===== src/rtl/axi_uart_pkg.sv =====
// Shared definitions for the AXI-Lite UART register slaves.
// Holds AXI response codes, the register indices decoded from araddr[3:2],
// the bit positions inside the STATUS and RXDATA words, and the read-side
// FSM state encoding.
package axi_uart_pkg;

  localparam logic [1:0] RESP_OKAY   = 2'b00;
  localparam logic [1:0] RESP_SLVERR = 2'b10;

  localparam logic [1:0] REG_RXDATA = 2'd0;
  localparam logic [1:0] REG_STATUS = 2'd1;

  localparam int STAT_NOT_EMPTY_BIT = 0;
  localparam int STAT_OVERRUN_BIT   = 1;
  localparam int STAT_FULL_BIT      = 2;

  localparam int RXDATA_VALID_BIT = 8;

  typedef enum logic [1:0] {
    ST_IDLE  = 2'd0,
    ST_FETCH = 2'd1,
    ST_RESP  = 2'd2
  } state_t;

endpackage


===== src/rtl/axi_lite_rx_reader.sv =====
// AXI-Lite read-only slave returning UART RX bytes and RX status.
// One read outstanding at a time; an RXDATA read of a non-empty FIFO pops
// exactly one byte.
//
// Ports:
//   clk, reset                 clock, asynchronous active-high reset
//   s_axi_araddr/arvalid/arready  AR channel (decode uses araddr[3:2])
//   s_axi_rdata/rresp/rvalid/rready R channel
//   fifo_rd_en                 1-cycle pop strobe to the RX FIFO
//   fifo_rd_data               FIFO head byte, valid the cycle after the pop
//   fifo_empty, fifo_full      RX FIFO flags
//   rx_overrun                 1-cycle pulse: UART dropped a byte
//   dbg_state_o                current FSM state, for observation
//
// Handshakes: a transfer happens on a rising edge where valid and ready are
// both high. rvalid, once high, holds with stable rdata/rresp until rready;
// rvalid never depends combinationally on rready. arready is high exactly in
// IDLE, so the next AR is only accepted after the R handshake.
module axi_lite_rx_reader
  import axi_uart_pkg::*;
#(
  parameter int ADDR_WIDTH = 4,
  parameter int DATA_WIDTH = 32
) (
  input  logic                  clk,
  input  logic                  reset,
  input  logic [ADDR_WIDTH-1:0] s_axi_araddr,
  input  logic                  s_axi_arvalid,
  output logic                  s_axi_arready,
  output logic [DATA_WIDTH-1:0] s_axi_rdata,
  output logic [1:0]            s_axi_rresp,
  output logic                  s_axi_rvalid,
  input  logic                  s_axi_rready,
  output logic                  fifo_rd_en,
  input  logic [7:0]            fifo_rd_data,
  input  logic                  fifo_empty,
  input  logic                  fifo_full,
  input  logic                  rx_overrun,
  output state_t                dbg_state_o
);

  state_t                state_q;
  logic                  rvalid_q;
  logic [DATA_WIDTH-1:0] rdata_q;
  logic [1:0]            rresp_q;
  logic                  overrun_q;
  logic                  overrun_d;

  logic [1:0]            reg_idx;
  logic                  ar_hs;
  logic                  status_hs;
  logic [DATA_WIDTH-1:0] status_word;
  logic [DATA_WIDTH-1:0] rxdata_word;
  logic                  unused_addr_bits;

  assign reg_idx          = s_axi_araddr[3:2];
  // Byte-offset bits (and any bits above the decode) carry no meaning here.
  assign unused_addr_bits = ^s_axi_araddr;

  assign ar_hs     = (state_q == ST_IDLE) && s_axi_arvalid;
  assign status_hs = ar_hs && (reg_idx == REG_STATUS);

  // Pop is issued in the AR handshake cycle so the byte is on fifo_rd_data
  // while the FSM sits in FETCH.
  assign fifo_rd_en = ar_hs && (reg_idx == REG_RXDATA) && !fifo_empty;

  // A new overrun in the same cycle as the STATUS clear must not be lost.
  assign overrun_d = rx_overrun | (overrun_q & ~status_hs);

  always_comb begin
    status_word = '0;
    status_word[STAT_NOT_EMPTY_BIT] = ~fifo_empty;
    status_word[STAT_OVERRUN_BIT]   = overrun_q;
    status_word[STAT_FULL_BIT]      = fifo_full;
  end

  always_comb begin
    rxdata_word = '0;
    rxdata_word[7:0]              = fifo_rd_data;
    rxdata_word[RXDATA_VALID_BIT] = 1'b1;
  end

  always_ff @(posedge clk or posedge reset) begin
    if (reset) begin
      state_q   <= ST_IDLE;
      rvalid_q  <= 1'b0;
      rdata_q   <= '0;
      rresp_q   <= RESP_OKAY;
      overrun_q <= 1'b0;
    end else begin
      overrun_q <= overrun_d;
      case (state_q)
        ST_IDLE: begin
          if (s_axi_arvalid) begin
            case (reg_idx)
              REG_RXDATA: begin
                if (!fifo_empty) begin
                  state_q <= ST_FETCH;
                end else begin
                  rdata_q  <= '0;
                  rresp_q  <= RESP_OKAY;
                  rvalid_q <= 1'b1;
                  state_q  <= ST_RESP;
                end
              end
              REG_STATUS: begin
                rdata_q  <= status_word;
                rresp_q  <= RESP_OKAY;
                rvalid_q <= 1'b1;
                state_q  <= ST_RESP;
              end
              default: begin
                rdata_q  <= '0;
                rresp_q  <= RESP_SLVERR;
                rvalid_q <= 1'b1;
                state_q  <= ST_RESP;
              end
            endcase
          end
        end
        ST_FETCH: begin
          rdata_q  <= rxdata_word;
          rresp_q  <= RESP_OKAY;
          rvalid_q <= 1'b1;
          state_q  <= ST_RESP;
        end
        ST_RESP: begin
          if (s_axi_rready) begin
            rvalid_q <= 1'b0;
            state_q  <= ST_IDLE;
          end
        end
        default: begin
          rvalid_q <= 1'b0;
          state_q  <= ST_IDLE;
        end
      endcase
    end
  end

  assign s_axi_arready = (state_q == ST_IDLE);
  assign s_axi_rvalid  = rvalid_q;
  assign s_axi_rdata   = rdata_q;
  assign s_axi_rresp   = rresp_q;
  assign dbg_state_o   = state_q;

endmodule


===== config.mk =====
export PLATFORM = sky130hd
export DESIGN_NAME = axi_lite_rx_reader
export DESIGN_NICKNAME = d
export VERILOG_FILES = /design/src/rtl/axi_uart_pkg.sv /design/src/rtl/axi_lite_rx_reader.sv
export SDC_FILE = /design/constraint.sdc
export NUM_CORES = 1
export LEC_CHECK = 0
export CORE_MARGIN = 10
export CORE_UTILIZATION = 36
export DETAILED_ROUTE_END_ITERATION = 8
export GPL_TIMING_DRIVEN = 0
export PLACE_DENSITY = 0.83
export SYNTH_ARGS = -nofsm -noshare
export SYNTH_HDL_FRONTEND = slang
export SYNTH_SLANG_ARGS = --single-unit

===== constraint.sdc =====
create_clock -name clk -period 3.3 [get_ports clk]
set_clock_uncertainty 0.1 [all_clocks]
set_input_delay 0.495 -clock clk [delete_from_list [all_inputs] [get_ports clk]]
set_output_delay 0.495 -clock clk [all_outputs]
set_load 0.02 [all_outputs]

After elaboration in Yosys (flattened, before gate mapping) --
Cells that the tools add are included.
Storage, ports and cells: bits in registers 38, output and inout bits 39, logic and storage cells 44, bits of input ports 19
Operators by class: bitwise logic cells 4, multiplexer cells 18, reduce and logical (&&, ||, !) cells 11, equal/unequal tests 6
Operator list (count):
- 32-bit one-hot mux with 2 select lines | 2
- 32-bit two-way mux | 2
- 2-bit two-way mux | 6
- 2-bit one-hot mux with 2 select lines | 2
- 2-bit one-hot mux with 3 select lines | 1
- 3-bit AND reduction | 2
- 2-bit by 1-bit == test with 1-bit output (second input constant) | 2
- 1-bit logical AND | 4
- 2-bit zero test | 2
- 1-bit two-way mux | 4
- 2-bit != test (second input constant) | 2
- 3-bit != test (second input constant) | 1
- 1-bit one-hot mux with 3 select lines | 1
- 2-bit == test (second input constant) | 1
- 1-bit inverter | 2
- 2-bit AND reduction | 1
- 2-bit nonzero test | 1
- 1-bit bitwise AND | 1
- 1-bit zero test | 1
- 1-bit OR | 1

Depth between registers and ports, before layout --
depth in word-level cells 6, depth in mapped cells 4, depth with buffers taken out 3

Least setup slack after synthesis --
OpenSTA, ideal clock, no wires.
path kind reg2out, from register state_q[0] (netlist: dbg_state_o[0]), to output fifo_rd_en, arrival time 1703 ps, required time 2705 ps, cell stages (with the launch flop) 4, slack 1002 ps, buffers on the path 0, cells stage by stage dfrtp_1 -> nor2_1 -> nand2_1 -> nor4_1
Between the ends: word-level cells in the longest chain between the ends 4
RTL lines:
- start: declaration | RTL line axi_lite_rx_reader.sv:42 | state_t state_q;
- start signal: assignment | RTL line axi_lite_rx_reader.sv:85 | state_q <= ST_IDLE;
- start signal: assignment | RTL line axi_lite_rx_reader.sv:98 | state_q <= ST_FETCH;
- start signal: assignment | RTL line axi_lite_rx_reader.sv:103 | state_q <= ST_RESP;
- 2-bit zero test
- via s_axi_arready | RTL line axi_lite_rx_reader.sv:29 | output logic s_axi_arready,
- 1-bit logical AND | RTL line axi_lite_rx_reader.sv:60 | assign ar_hs = (state_q == ST_IDLE) && s_axi_arvalid;
- 1-bit logical AND (2 in a row) | RTL line axi_lite_rx_reader.sv:65 | assign fifo_rd_en = ar_hs && (reg_idx == REG_RXDATA) && !fifo_empty;
- end: declaration | RTL line axi_lite_rx_reader.sv:34 | output logic fifo_rd_en,
The timed path passes the listed nets, and every way through them passes these cells.

Worst setup path after layout --
from input s_axi_araddr[3], to output fifo_rd_en
Between the ends: word-level cells in the longest chain between the ends 3
RTL lines:
- start: declaration | RTL line axi_lite_rx_reader.sv:27 | input logic [ADDR_WIDTH-1:0] s_axi_araddr,
- 2-bit zero test | RTL line axi_lite_rx_reader.sv:65
- 1-bit logical AND (2 in a row) | RTL line axi_lite_rx_reader.sv:65
Every way passes these cells.

==> results.toml <==
[logic_synthesis]
netlist_instances = 78
syn_area_per_cell_um2 = 10.35
ys_seq_area_share_pct = 43.41
synth_edf_count = 0
synthFlopType = "dfrtp_1"
syn_area_um2 = 807.0
synthArstFlopShare_pct = 100.0
synth-seq-cells = 14
synth_cell_types = 26
ys_warn_count = 0

[global_route]
grt_pass1_vias = 754
grt_usage_pct = 9.815
overflow = 0
grt_max_degree = 15
antenna_found_initial = 0
grt_pass1_wl_mm = 3.477

[cts]
cts_setup_buffers = 0
ctsHoldBuffers = 0
path_clk_slew_ns = 0.08
clock_sinks = 14
clockBufferDepth = 2
numCtsBuffers = 3
ctsRootBufferMaster = "clkbuf_4"
cts_resized = 0
h-tree-depth = 1
insertion_delay_ns = 0.27
cts_tree = "yes"

[sta]
hold_slack_ns = 0.3873
setup_viol = 0
max_freq_mhz = 383.2
worst_pin_slew_ns = 0.5190
hold_viol = 0
drv_slew = 0
rsz0062_at_grt = "false"
setup_tns_ns = 0
finalCritPeriodShare_pct = 79.09
maxSlewHeadroom_pct = 65.36
min_period_ns = 2.610

[finish]
syn2layout_area_growth_pct = 57.98
fillers = 201
multiInputGateArea_um2 = 331.6
regArea_um2 = 350.3
drive_above_1_share_pct = 25.00
final_cell_mix = "clkdlybuf4s50_1 (31), buf_4 (24), conb_1 (24), dfrtp_1 (14), nand2_1 (5)"
n_antenna_cell = 0
final_common_cell = "clkdlybuf4s50_1"
final_nets = 156

[power]
leakage_nw = 0.6645
vdd_drop_max_uv = 214.2
power.density_nw_per_um2 = 415.2

[routing]
ant_nets = 0
wl_mm = 2.178
drc_errors = 0
viasPerCell = 4.116
post_drt_wl_per_cell_um = 13.28
drt_iter0_drc = 10
vias = 675
dr.pass1.iters = 3

[placed_design]
io_buffers = 31
dpl.hpwl_mm = 1.861
gp_congestion = 0.7249

[status]
status = "finished clean"

[floorplan]
start_util_pct = 37.20
die_y_um = 67.35
die_w_um = 67.35
std_cell_rows = 17
dieArea_um2 = 4535
core_um2 = 2170
io_pins = 58

[setup_path]
rr_worst_depth = 4
rr_endpoint = "s_axi_rdata[0]"
path_class = "in -> out"
cp-end-kind = "output port"
crit_path_end = "fifo_rd_en"
critPathMaxFanout = 7
rrSetupSlack_ns = 1.84
cp.arrival_ns = 2.01
r2r-start = "dbg_state_o[0]"
cp-start-kind = "primary input"
critPathLaunch = "s_axi_araddr[3]"
cp.required_ns = 2.70

[min_path]
hold_path_depth = 1
hold_start = "s_axi_rdata[8]"
worstHoldPathType = "reg -> reg"

[run]
drv_cap = 0
[where the power goes]
group | leakage (nW) | internal (W) | total (W) | switching, W
Combinational | 0.463 | 0.0000997 | 0.000198 | 0.0000984
Sequential | 0.181 | 0.000193 | 0.000209 | 0.0000164
Clock | 0.0210 | 0.0000670 | 0.000122 | 0.0000551
[how the worst min path moves through the flow]
stage	slack [ns]	endpoint
finish	0.39	s_axi_rdata[8]
global route	0.42	s_axi_rvalid
CTS	0.39	s_axi_rdata[8]
detailed placement	0.37	s_axi_rdata[8]
global placement	0.36	s_axi_rvalid
floorplan	0.28	dbg_state_o[0]
[critical path: stages]
cell	delay, ns
clkdlybuf4s50_1	0.51
nor4_1	0.34
clkdlybuf4s50_1	0.67
[sequential cells by signal (all words and copies together) (netlist names)]
signal        flops
s_axi_rdata       9
overrun_q         1
dbg_state_o       2
s_axi_rresp       1
s_axi_rvalid      1
[kinds of logic (layout without fill, tap and decap cells)]
logic type,after synthesis,count (layout),share of synthesized area [%]
buf+inv,30,65,26.20
simple gates,16,16,11.63
compound gates,14,14,14.42
flops,14,14,43.41
mux,3,3,3.876
other cells,1,24,0.4647
[cells in the mapped netlist (all sizes together) (2+ instances only)]
library cell / n / area (µm²)
a21o: 2 / 15.01
nand2: 5 / 18.77
buf: 26 / 196.4
nor4: 2 / 12.51
mux2i: 2 / 20.02
dfrtp: 14 / 350.3
and3b: 2 / 17.52
nor2: 2 / 7.510
a22o: 5 / 45.04
a31oi: 2 / 12.51
inv: 4 / 15.01
[layout make-up]
type / count / share of cell area [%]
Sequential cell: 14 / 27.48
Multi-Input combinational cell: 57 / 26.01
Timing Repair Buffer: 31 / 24.34
Buffer: 26 / 15.41
Clock buffer: 4 / 2.846
Tap cell: 28 / 2.748
Inverter: 4 / 1.178
[stage by stage]
step	setup slack (ns)	total power (W)	area (µm²)	instances	utilization, %
6_report	0.6901	0.0005294	1275	164	58.77
5_1_grt	0.5518	0.0005646	1275	164	58.77
4_1_cts	0.7020	0.0005332	1275	164	58.77
3_5_place_dp	0.7238	0.0004117	1239	160	57.09
3_3_place_gp	0.6919	0.0004067	1239	160	57.09
2_1_floorplan	1.002	0.0003281	893.4	101	-
[metal layers]
layer | track usage [%] | wire length (µm) | vias up | part of all wire (%)
met1 | 8.588 | 706 | 305 | 32
li1 | - | - | 337 | -
met3 | 6.116 | 344 | 2 | 16
met5 | 0 | 0 | - | 0
met2 | 18.13 | 1121 | 31 | 51
met4 | 3.077 | 5 | 0 | 0.23
(Power assumes the default switching activity.)
